[src/rtl/photo_index_ctrl.sv]
// photo_index_ctrl
//   Turns the next/prev/auto buttons and an auto-slideshow timer into the
//   current photo index. The index goes to the image ROM, and a 1-based
//   display byte goes to the two-digit 7-segment driver.
//
// Ports
//   i_clk      : system clock. All logic runs on the rising edge.
//   i_rst_n    : asynchronous active-low reset.
//   i_key_next : raw button, advance one photo.
//   i_key_prev : raw button, go back one photo.
//   i_key_auto : raw button, toggle slideshow mode.
//   o_sel      : 0-based photo index, 0..NUM_PHOTOS-1.
//   o_data     : display value of o_sel+1.
//   o_changed  : one-cycle pulse on every index step request.
//   o_auto     : high while slideshow mode is active.
//
// Build option
//   PHOTO_INDEX_BCD_EN : when defined, o_data is two BCD digits
//   ({tens, ones}). Otherwise o_data is plain binary.
module photo_index_ctrl #(
  parameter int CLK_FREQ_HZ    = 50000000,
  parameter int DEBOUNCE_MS    = 20,
  parameter int SLIDE_SEC      = 3,
  parameter int NUM_PHOTOS     = 16,
  parameter int KEY_ACTIVE_LOW = 1
) (
  input  logic       i_clk,
  input  logic       i_rst_n,
  input  logic       i_key_next,
  input  logic       i_key_prev,
  input  logic       i_key_auto,
  output logic [7:0] o_sel,
  output logic [7:0] o_data,
  output logic       o_changed,
  output logic       o_auto
);

  localparam int DB_CYCLES    = CLK_FREQ_HZ / 1000 * DEBOUNCE_MS;
  localparam int SLIDE_CYCLES = CLK_FREQ_HZ * SLIDE_SEC;
  localparam int DBW          = $clog2(DB_CYCLES + 1);
  localparam int SLW          = $clog2(SLIDE_CYCLES + 1);

  localparam logic [DBW-1:0] DB_LAST  = DBW'(DB_CYCLES - 1);
  localparam logic [DBW-1:0] DB_ONE   = DBW'(1);
  localparam logic [SLW-1:0] SL_LAST  = SLW'(SLIDE_CYCLES - 1);
  localparam logic [SLW-1:0] SL_ONE   = SLW'(1);
  localparam logic [7:0]     LAST_IDX = 8'(NUM_PHOTOS - 1);

  // Pin level of a key that is not pressed. The synchronisers reset to this
  // level, so after reset every key is seen as released.
  localparam logic REL_LEVEL = (KEY_ACTIVE_LOW != 0) ? 1'b1 : 1'b0;

  localparam logic [1:0] ST_RELEASED     = 2'd0;
  localparam logic [1:0] ST_PRESS_WAIT   = 2'd1;
  localparam logic [1:0] ST_PRESSED      = 2'd2;
  localparam logic [1:0] ST_RELEASE_WAIT = 2'd3;

  logic [2:0] w_key_raw;
  logic [2:0] w_evt;
  assign w_key_raw = {i_key_auto, i_key_prev, i_key_next};

  genvar gi;
  generate
    for (gi = 0; gi < 3; gi++) begin : g_key
      logic           r_sync1;
      logic           r_sync2;
      logic [1:0]     r_state;
      logic [DBW-1:0] r_cnt;
      logic           r_evt;
      logic           w_pressed;

      // Normalise the key polarity: w_pressed is 1 whenever the key is down.
      assign w_pressed = r_sync2 ^ REL_LEVEL;

      always_ff @(posedge i_clk or negedge i_rst_n) begin
        if (!i_rst_n) begin
          r_sync1 <= REL_LEVEL;
          r_sync2 <= REL_LEVEL;
          r_state <= ST_RELEASED;
          r_cnt   <= '0;
          r_evt   <= 1'b0;
        end else begin
          r_sync1 <= w_key_raw[gi];
          r_sync2 <= r_sync1;
          r_evt   <= 1'b0;
          case (r_state)
            ST_RELEASED: begin
              if (w_pressed) begin
                r_state <= ST_PRESS_WAIT;
                r_cnt   <= '0;
              end
            end
            ST_PRESS_WAIT: begin
              if (!w_pressed) begin
                r_state <= ST_RELEASED;
              end else if (r_cnt == DB_LAST) begin
                r_state <= ST_PRESSED;
                r_evt   <= 1'b1;
              end else begin
                r_cnt <= r_cnt + DB_ONE;
              end
            end
            ST_PRESSED: begin
              if (!w_pressed) begin
                r_state <= ST_RELEASE_WAIT;
                r_cnt   <= '0;
              end
            end
            default: begin
              // A press during the release wait counts as the same hold, so
              // it goes back to PRESSED without a new event.
              if (w_pressed) begin
                r_state <= ST_PRESSED;
              end else if (r_cnt == DB_LAST) begin
                r_state <= ST_RELEASED;
              end else begin
                r_cnt <= r_cnt + DB_ONE;
              end
            end
          endcase
        end
      end

      assign w_evt[gi] = r_evt;
    end
  endgenerate

  logic           r_auto;
  logic [SLW-1:0] r_timer;
  logic [7:0]     r_sel;
  logic [7:0]     r_data;
  logic           r_changed;

  logic       w_next;
  logic       w_prev;
  logic       w_auto_evt;
  logic       w_tick;
  logic       w_fwd;
  logic       w_back;
  logic [7:0] w_sel_next;
  logic [7:0] w_disp;
  logic [7:0] w_data_next;

  assign w_next     = w_evt[0];
  assign w_prev     = w_evt[1];
  assign w_auto_evt = w_evt[2];
  assign w_tick     = r_auto && (r_timer == SL_LAST);

  // A manual key always wins over the tick. Next and prev together cancel
  // each other, and they also suppress a tick in the same cycle.
  assign w_fwd  = (w_next & ~w_prev) | (w_tick & ~w_next & ~w_prev);
  assign w_back = w_prev & ~w_next;

  always_comb begin
    w_sel_next = r_sel;
    if (w_fwd) begin
      w_sel_next = (r_sel == LAST_IDX) ? 8'd0 : r_sel + 8'd1;
    end else if (w_back) begin
      w_sel_next = (r_sel == 8'd0) ? LAST_IDX : r_sel - 8'd1;
    end
  end

  // The display code is built from the next index, so o_data moves in the
  // same cycle as o_sel.
  assign w_disp = w_sel_next + 8'd1;
`ifdef PHOTO_INDEX_BCD_EN
  assign w_data_next = 8'(((w_disp / 8'd10) << 4) | (w_disp % 8'd10));
`else
  assign w_data_next = w_disp;
`endif

  always_ff @(posedge i_clk or negedge i_rst_n) begin
    if (!i_rst_n) begin
      r_auto    <= 1'b0;
      r_timer   <= '0;
      r_sel     <= 8'd0;
      r_data    <= 8'h01;
      r_changed <= 1'b0;
    end else begin
      r_sel     <= w_sel_next;
      r_data    <= w_data_next;
      r_changed <= w_fwd | w_back;
      if (w_auto_evt) begin
        r_auto <= ~r_auto;
      end
      // The timer restarts on a mode toggle, on any manual step and on its
      // own wrap. It is held at 0 while slideshow mode is off.
      if (w_auto_evt || !r_auto || w_next || w_prev || w_tick) begin
        r_timer <= '0;
      end else begin
        r_timer <= r_timer + SL_ONE;
      end
    end
  end

  assign o_sel     = r_sel;
  assign o_data    = r_data;
  assign o_changed = r_changed;
  assign o_auto    = r_auto;

endmodule
[config.mk]
export PLATFORM = sky130hd
export DESIGN_NAME = photo_index_ctrl
export DESIGN_NICKNAME = d
export VERILOG_FILES = /design/src/rtl/photo_index_ctrl.sv
export SDC_FILE = /design/constraint.sdc
export NUM_CORES = 1
export LEC_CHECK = 0
export ABC_AREA = 1
export CORE_MARGIN = 2
export CORE_UTILIZATION = 60
export CTS_BUF_LIST = sky130_fd_sc_hd__clkbuf_4 sky130_fd_sc_hd__clkbuf_8
export DETAILED_ROUTE_END_ITERATION = 8
export PLACE_DENSITY = 0.78
export SETUP_SLACK_MARGIN = 0.1
export SYNTH_ARGS = -nofsm -noshare
export SYNTH_HDL_FRONTEND = slang
export SYNTH_SLANG_ARGS = --single-unit
export TNS_END_PERCENT = 1
[constraint.sdc]
create_clock -name i_clk -period 2.8 [get_ports i_clk]
set_clock_uncertainty 0.05 [all_clocks]
set_input_delay 0.56 -clock i_clk [delete_from_list [all_inputs] [get_ports i_clk]]
set_output_delay 0.56 -clock i_clk [all_outputs]
set_load 0.01 [all_outputs]
Yosys cells after proc, flatten, opt, wreduce, memory -nomap -nowiden
Cells that the tools add are included.
Storage, ports and cells
  bits in registers: 121
  logic and storage cells: 134
  input port bits: 5
Operators by class
  add/sub/neg operators: 7
  eq/ne operators: 26
  reductions and logical operators: 19
  multiplexer cells: 53
  bitwise operators: 9
Operator list (number)
  $mux W20: 15
  $pmux W20 S3: 3
  $add A20 B1 Y20 const B: 3
  $eq A20 B20 Y1 const B: 3
  $mux W2: 18
  $mux W8: 4
  $add A28 B1 Y28 const B: 1
  $eq A28 B28 Y1 const B: 1
  $mux W28: 1
  $reduce_and A4 Y1: 6
  $ne A2 B2 Y1 const B: 9
  $pmux W2 S3: 3
  $add A8 B1 Y8 const B: 2
  $ne A4 B1 Y1 const B: 3
  $mux W1: 9
  $ne A3 B3 Y1 const B: 3
  $reduce_bool A3 Y1: 3
  $eq A8 B4 Y1 const B: 1
  $logic_not A8 Y1: 1
  $sub A8 B1 Y8 const B: 1
  $eq A2 B1 Y1 const B: 3
  $eq A2 B2 Y1 const B: 3
  $logic_not A2 Y1: 3
  $and A1 B1 Y1: 4
  other kinds (5): 11

Depth between registers and ports, before layout
  word-level depth: 7
  depth in mapped cells: 16
  mapped depth without buffers: 16

Worst setup path before layout
OpenSTA, ideal clock, no wires.
  path kind: reg-to-reg
  start: register r_timer[0]
  end: register r_data[6] (netlist: o_data[6])
  stages on the path, launching flop included: 16
  library setup time: 117 ps
  arrival: 1788 ps
  path slack: 845 ps
  clock period less this slack: 1955 ps
  cells stage by stage: dfrtp_1 ha_1 nand2_1 nor2_2 nand3_1 nor2_1 nand2_2 nand2_4 nand3_1 nand2_1 ha_1 nand2_1 nor2_2 nand2_1 nand2_1 nand2_1
On the way
  cells in the longest elaborated chain, start to end: 7
Ends and longest elaborated chain
  from (decl): line 129  | logic [SLW-1:0] r_timer;
  from (signal assigned): line 191  | r_timer <= r_timer + SL_ONE;
  $eq A28 B28 Y1: line 147  | assign w_tick = r_auto && (r_timer == SL_LAST);
  $logic_and A1 B1 Y1: line 147
  $and A1 B1 Y1 (2 in a row): line 151  | assign w_fwd = (w_next & ~w_prev) | (w_tick & ~w_next & ~w_prev);
  $or A1 B1 Y1: line 151
  $mux W8: line 156  | if (w_fwd) begin
  via w_sel_next[1]: line 140  | logic [7:0] w_sel_next;
  $add A8 B1 Y8: line 165  | assign w_disp = w_sel_next + 8'd1;
  via w_data_next[6]: line 142  | logic [7:0] w_data_next;
  to (signal assigned): line 181  | r_data <= w_data_next;
  to (decl): line 131  | logic [7:0] r_data;
The timed path passes the listed nets, and every way through them passes these cells.
A chain may end at the register's enable or synchronous reset.

Final worst setup path
  start: register g_key[1].r_cnt[0]
  end: register g_key[1].r_cnt[17]
On the way
  cells in the longest elaborated chain, start to end: 4
Ends and longest elaborated chain
  from (decl): line 68  | logic [DBW-1:0] r_cnt;
  from (signal assigned): line 100  | r_cnt <= r_cnt + DB_ONE;
  from (signal assigned): line 117  | r_cnt <= r_cnt + DB_ONE;
  $add A20 B1 Y20 / $eq A20 B20 Y1 (equally long branches)
  $mux W20 (*): line 96, 114
  $mux W20, on equally long branches: line 112, 94
  $pmux W20 S3 (*): line 86  | case (r_state)
Mark *: on every way between the ends. The rest lies on a longest branch, timed or not. The select of a mux whose other input is x is not followed.

==> impl_summary.log <==
INFO  metric vdd_ir_drop_max = 453 uV
INFO  metric antenna_violations_before_repair = 0
INFO  metric number_of_search_and_repair_iterations_in_the_first_detailed_routing_pass = 5
INFO  metric initial_core_util = 61.0%
INFO  metric synth_edf_count = 0
INFO  metric sequentialPowerShare = 40.1%
INFO  metric antenna_cells_inserted = 0
INFO  metric design.core.area = 11900 um^2
INFO  metric postCtsResizedCells = 0
INFO  metric area_growth_syn_to_layout = 10.5%
INFO  metric power_per_cell_area = 610 nW/um^2
INFO  metric chipHeight = 114 um
INFO  metric drt_iter0_markers = 512
INFO  metric path_clk_slew = 0.07 ns
INFO  metric residual_antenna_violating_net_count_after_detailed_routing = 0
INFO  metric rsz0062_at_grt = no
INFO  metric placement.setup.worst_slack = 0.568 ns
INFO  metric vias_in_the_first_global_route = 5877
INFO  metric root_buffer = sky130_fd_sc_hd__clkbuf_8
INFO  metric drc_errors = 0
INFO  metric die_w = 114 um
INFO  metric wire_length_of_the_first_global_routing_pass = 26900 um
INFO  metric count_of_synthesis_stage_warnings_from_yosys = 0
INFO  metric slew_viol_final = 0
INFO  metric cts_tree = built
INFO  metric endpoints_failing_setup = 0
INFO  metric combinationalPowerShare = 29.2%
INFO  metric power.share.clock = 30.7%
INFO  metric relSlewSlack = 59.8%
INFO  metric critical_path.startpoint_type = flop
INFO  metric synth_top_cell_area_share = 39.2%
INFO  metric clock_tree.htree_level_count = 4
INFO  metric register_to_register_setup_slack = 0.55 ns
INFO  metric worstSetupStartpoint = g_key[1].r_cnt[0]$_DFFE_PN0P_
INFO  metric post_synth.cell_area_avg = 7.58 um^2
INFO  metric fin_crit = 2.25 ns
INFO  metric synth_cell_type_count = 40
INFO  metric fmax = 0.445 GHz
INFO  metric num-nets-final = 1013
INFO  metric cell_type_with_the_highest_aggregate_area_in_the_netlist = sky130_fd_sc_hd__dfrtp_1
INFO  metric critical_path_rt = 3.07 ns
INFO  metric globalRouteTotalUtil = 25.8%
INFO  metric placement.io_buffers = 22
INFO  metric cap_viol_max_count = 0
INFO  metric numCtsBuffers = 17
INFO  metric layout_worst_path_cycle_share = 80.3%
INFO  metric ys.flop_type = sky130_fd_sc_hd__dfrtp_1
INFO  metric power_leakage = 3.42 nW
INFO  metric synth_async_sr_flop_share = 100%
INFO  metric power_switching = 1.76 mW
INFO  metric run_status = completed
INFO  metric routed-via-count = 6509
INFO  metric power_report.internal_total = 3.14 mW
INFO  metric clock_sink_count = 121
INFO  metric post_drt_via_cell_ratio = 5.66
INFO  metric synth_sequential_area_ratio = 41.8%
INFO  metric clockBufferDepth = 2
INFO  metric drive_gt1_share = 9.17%
INFO  metric critical_path_arrival = 2.52 ns
INFO  metric placer_s_final_routability_congestion_estimate = 0.922
INFO  metric post-layout-total-power = 4.89 mW
INFO  metric rr_startpoint = g_key[1].r_cnt[0]$_DFFE_PN0P_
INFO  metric clock_latency_at_the_later_pin_of_the_worst_skew_pair = 0.45 ns
INFO  metric critical_path_class = flop to flop
INFO  metric dp_hpwl = 11800 um
INFO  metric post_synth_main_area_contributors = sky130_fd_sc_hd__dfrtp_1 39%, sky130_fd_sc_hd__nand2_1 11%, sky130_fd_sc_hd__inv_1 5.7%, sky130_fd_sc_hd__nor2_1 5.5%, sky130_fd_sc_hd__nand3_1 4.8%
INFO  metric most_common_cell_after_layout_fill_and_taps_aside = sky130_fd_sc_hd__nand2_1
INFO  metric die_area = 13000 um^2
INFO  metric worst-slew-pin-transition = 0.598 ns
INFO  metric average_wire_per_cell_in_the_routed_design = 13.6 um
INFO  metric standard_cell_row_count = 40
INFO  metric layout.filler_cells = 1064
INFO  metric setup.worst_path.end_class = flop
INFO  metric synthesis.area = 7270 um^2
INFO  metric worstHoldPathType = input pin to async pin
INFO  metric synth_nets = 980
INFO  metric cts-hold-fix-buffers = 0
INFO  metric pin_count_of_the_biggest_net_entering_global_routing = 59
INFO  metric postCtsSetupRepairBufs = 0
INFO  metric tns = 0 ns
INFO  metric crit_path_max_fanout = 20
INFO  metric power.switching_fraction = 35.9%
INFO  metric finalWorstSetupSlack = 0.550 ns
INFO  metric postSynthRegisterBits = 121
INFO  metric ios = 23
INFO  metric postSynthCellCount = 959
INFO  metric most-common-layout-cells = 214 x sky130_fd_sc_hd__nand2_1, 114 x sky130_fd_sc_hd__dfrtp_1, 111 x sky130_fd_sc_hd__inv_1, 107 x sky130_fd_sc_hd__nor2_1, 69 x sky130_fd_sc_hd__nand3_1
INFO  metric global_route.overflow_total = 0
INFO  metric hold_violations = 0
INFO  metric detail_route.wirelength = 15700 um
power groups by stage:
stage                     Clock [mW]  Sequential [mW]  Combinational, mW
final                           1.50             1.96               1.43
after detailed placement           0             1.99               1.43
after global placement             0             1.99               1.40
after floorplan                    0             1.97               1.11
after CTS                       1.53             1.96               1.43
after global routing            1.61             1.98               1.64
state kept, by name, summed over array words and instances, names as in the netlist, named ones only:
signal	count
o_data	8
r_timer	28
o_auto	1
g_key.r_cnt	60
o_sel	8
g_key.r_state	3
g_key.r_sync2	3
g_key.r_sync1	3
g_key.r_evt	3
o_changed	1
synth_stat cells (2+ instances only):
| cell | instances |
|---|---|
| sky130_fd_sc_hd__inv_2 | 8 |
| sky130_fd_sc_hd__a211oi_2 | 2 |
| sky130_fd_sc_hd__xnor2_1 | 8 |
| sky130_fd_sc_hd__o21ai_0 | 43 |
| sky130_fd_sc_hd__nand3b_1 | 6 |
| sky130_fd_sc_hd__nor3_2 | 10 |
| sky130_fd_sc_hd__o22ai_1 | 2 |
| sky130_fd_sc_hd__nor2_2 | 7 |
| sky130_fd_sc_hd__nor2_1 | 107 |
| sky130_fd_sc_hd__a21oi_1 | 18 |
| sky130_fd_sc_hd__buf_6 | 3 |
| sky130_fd_sc_hd__o31ai_1 | 25 |
| sky130_fd_sc_hd__or2_2 | 5 |
| sky130_fd_sc_hd__nor3_1 | 43 |
| sky130_fd_sc_hd__nand2_2 | 9 |
| sky130_fd_sc_hd__nor3b_1 | 6 |
| sky130_fd_sc_hd__nand4_1 | 45 |
| sky130_fd_sc_hd__nand2_4 | 2 |
| sky130_fd_sc_hd__nand2_1 | 214 |
| sky130_fd_sc_hd__ha_1 | 16 |
| sky130_fd_sc_hd__dfstp_2 | 7 |
| sky130_fd_sc_hd__inv_1 | 111 |
| sky130_fd_sc_hd__buf_2 | 11 |
| sky130_fd_sc_hd__nor4_1 | 15 |
| sky130_fd_sc_hd__xor2_1 | 34 |
| sky130_fd_sc_hd__dfrtp_1 | 114 |
| sky130_fd_sc_hd__o21a_1 | 2 |
| sky130_fd_sc_hd__o21ai_1 | 4 |
| sky130_fd_sc_hd__clkinv_1 | 3 |
| sky130_fd_sc_hd__nand3_1 | 69 |
routing by layer:
metal / wire length, um / vias up / GRT usage, %
li1: - / 3251 / -
met1: 7490 / 3022 / 36.4
met2: 7010 / 207 / 39.4
met3: 915 / 29 / 6.03
met4: 248 / 0 / 9.11
met5: 0 / - / 0
worst paths after layout:
check                                            endpoint  cells after the start
min in group i_clk             g_key[0].r_sync2$_DFF_PN1_                      0
max                        g_key[1].r_cnt[17]$_DFFE_PN0P_                      8
max in group asynchronous             o_data[0]$_DFF_PN1_                      2
min reg2reg                    g_key[0].r_sync2$_DFF_PN1_                      0
min                                 r_timer[13]$_DFF_PN0_                      1
max reg2reg                g_key[1].r_cnt[17]$_DFFE_PN0P_                      8
layout make-up:
type | instances | area, um^2 | share of cell area, %
Clock inverter | 2 | 35.0 | 0.436
Clock buffer | 28 | 348 | 4.33
Tap cell | 147 | 184 | 2.29
Sequential cell | 121 | 3040 | 37.8
Timing Repair Buffer | 31 | 298 | 3.71
Inverter | 123 | 463 | 5.77
Multi-Input combinational cell | 698 | 3660 | 45.6
worst max-delay path, stage by stage (launching register included):
cell                      delay [ns]
sky130_fd_sc_hd__dfrtp_1        0.43
sky130_fd_sc_hd__ha_1           0.26
sky130_fd_sc_hd__nand2_1        0.09
sky130_fd_sc_hd__nor2_1         0.25
sky130_fd_sc_hd__nand4_1        0.22
sky130_fd_sc_hd__nand2_1        0.17
sky130_fd_sc_hd__nand2_2        0.20
sky130_fd_sc_hd__inv_2          0.31
sky130_fd_sc_hd__o21ai_0        0.15
cells by family (layout without fill, tap and decap cells):
group | Yosys count | count (layout) | synth area share, %
xor gates and xnor gates | 42 | 42 | 5.06
adders and majority gates | 16 | 16 | 2.75
buffers and inverters | 140 | 184 | 7.80
DFF | 121 | 121 | 41.8
and+or+nand+nor | 541 | 541 | 34.5
AOI/OAI and AO/OA | 99 | 99 | 8.09
stage by stage:
stage / instances / hold slack, ns / utilization [%] / instance area [um^2]
3_3_place_gp: 1120 / 0.297 / 64.2 / 7650
3_5_place_dp: 1120 / 0.297 / 64.2 / 7650
2_1_floorplan: 959 / 0.214 / - / 7270
5_1_grt: 1150 / 0.0323 / 67.4 / 8030
6_report: 1150 / 0.00234 / 67.4 / 8030
4_1_cts: 1150 / 0.00258 / 67.4 / 8030
Note: power is estimated with default switching activity, not from simulation.
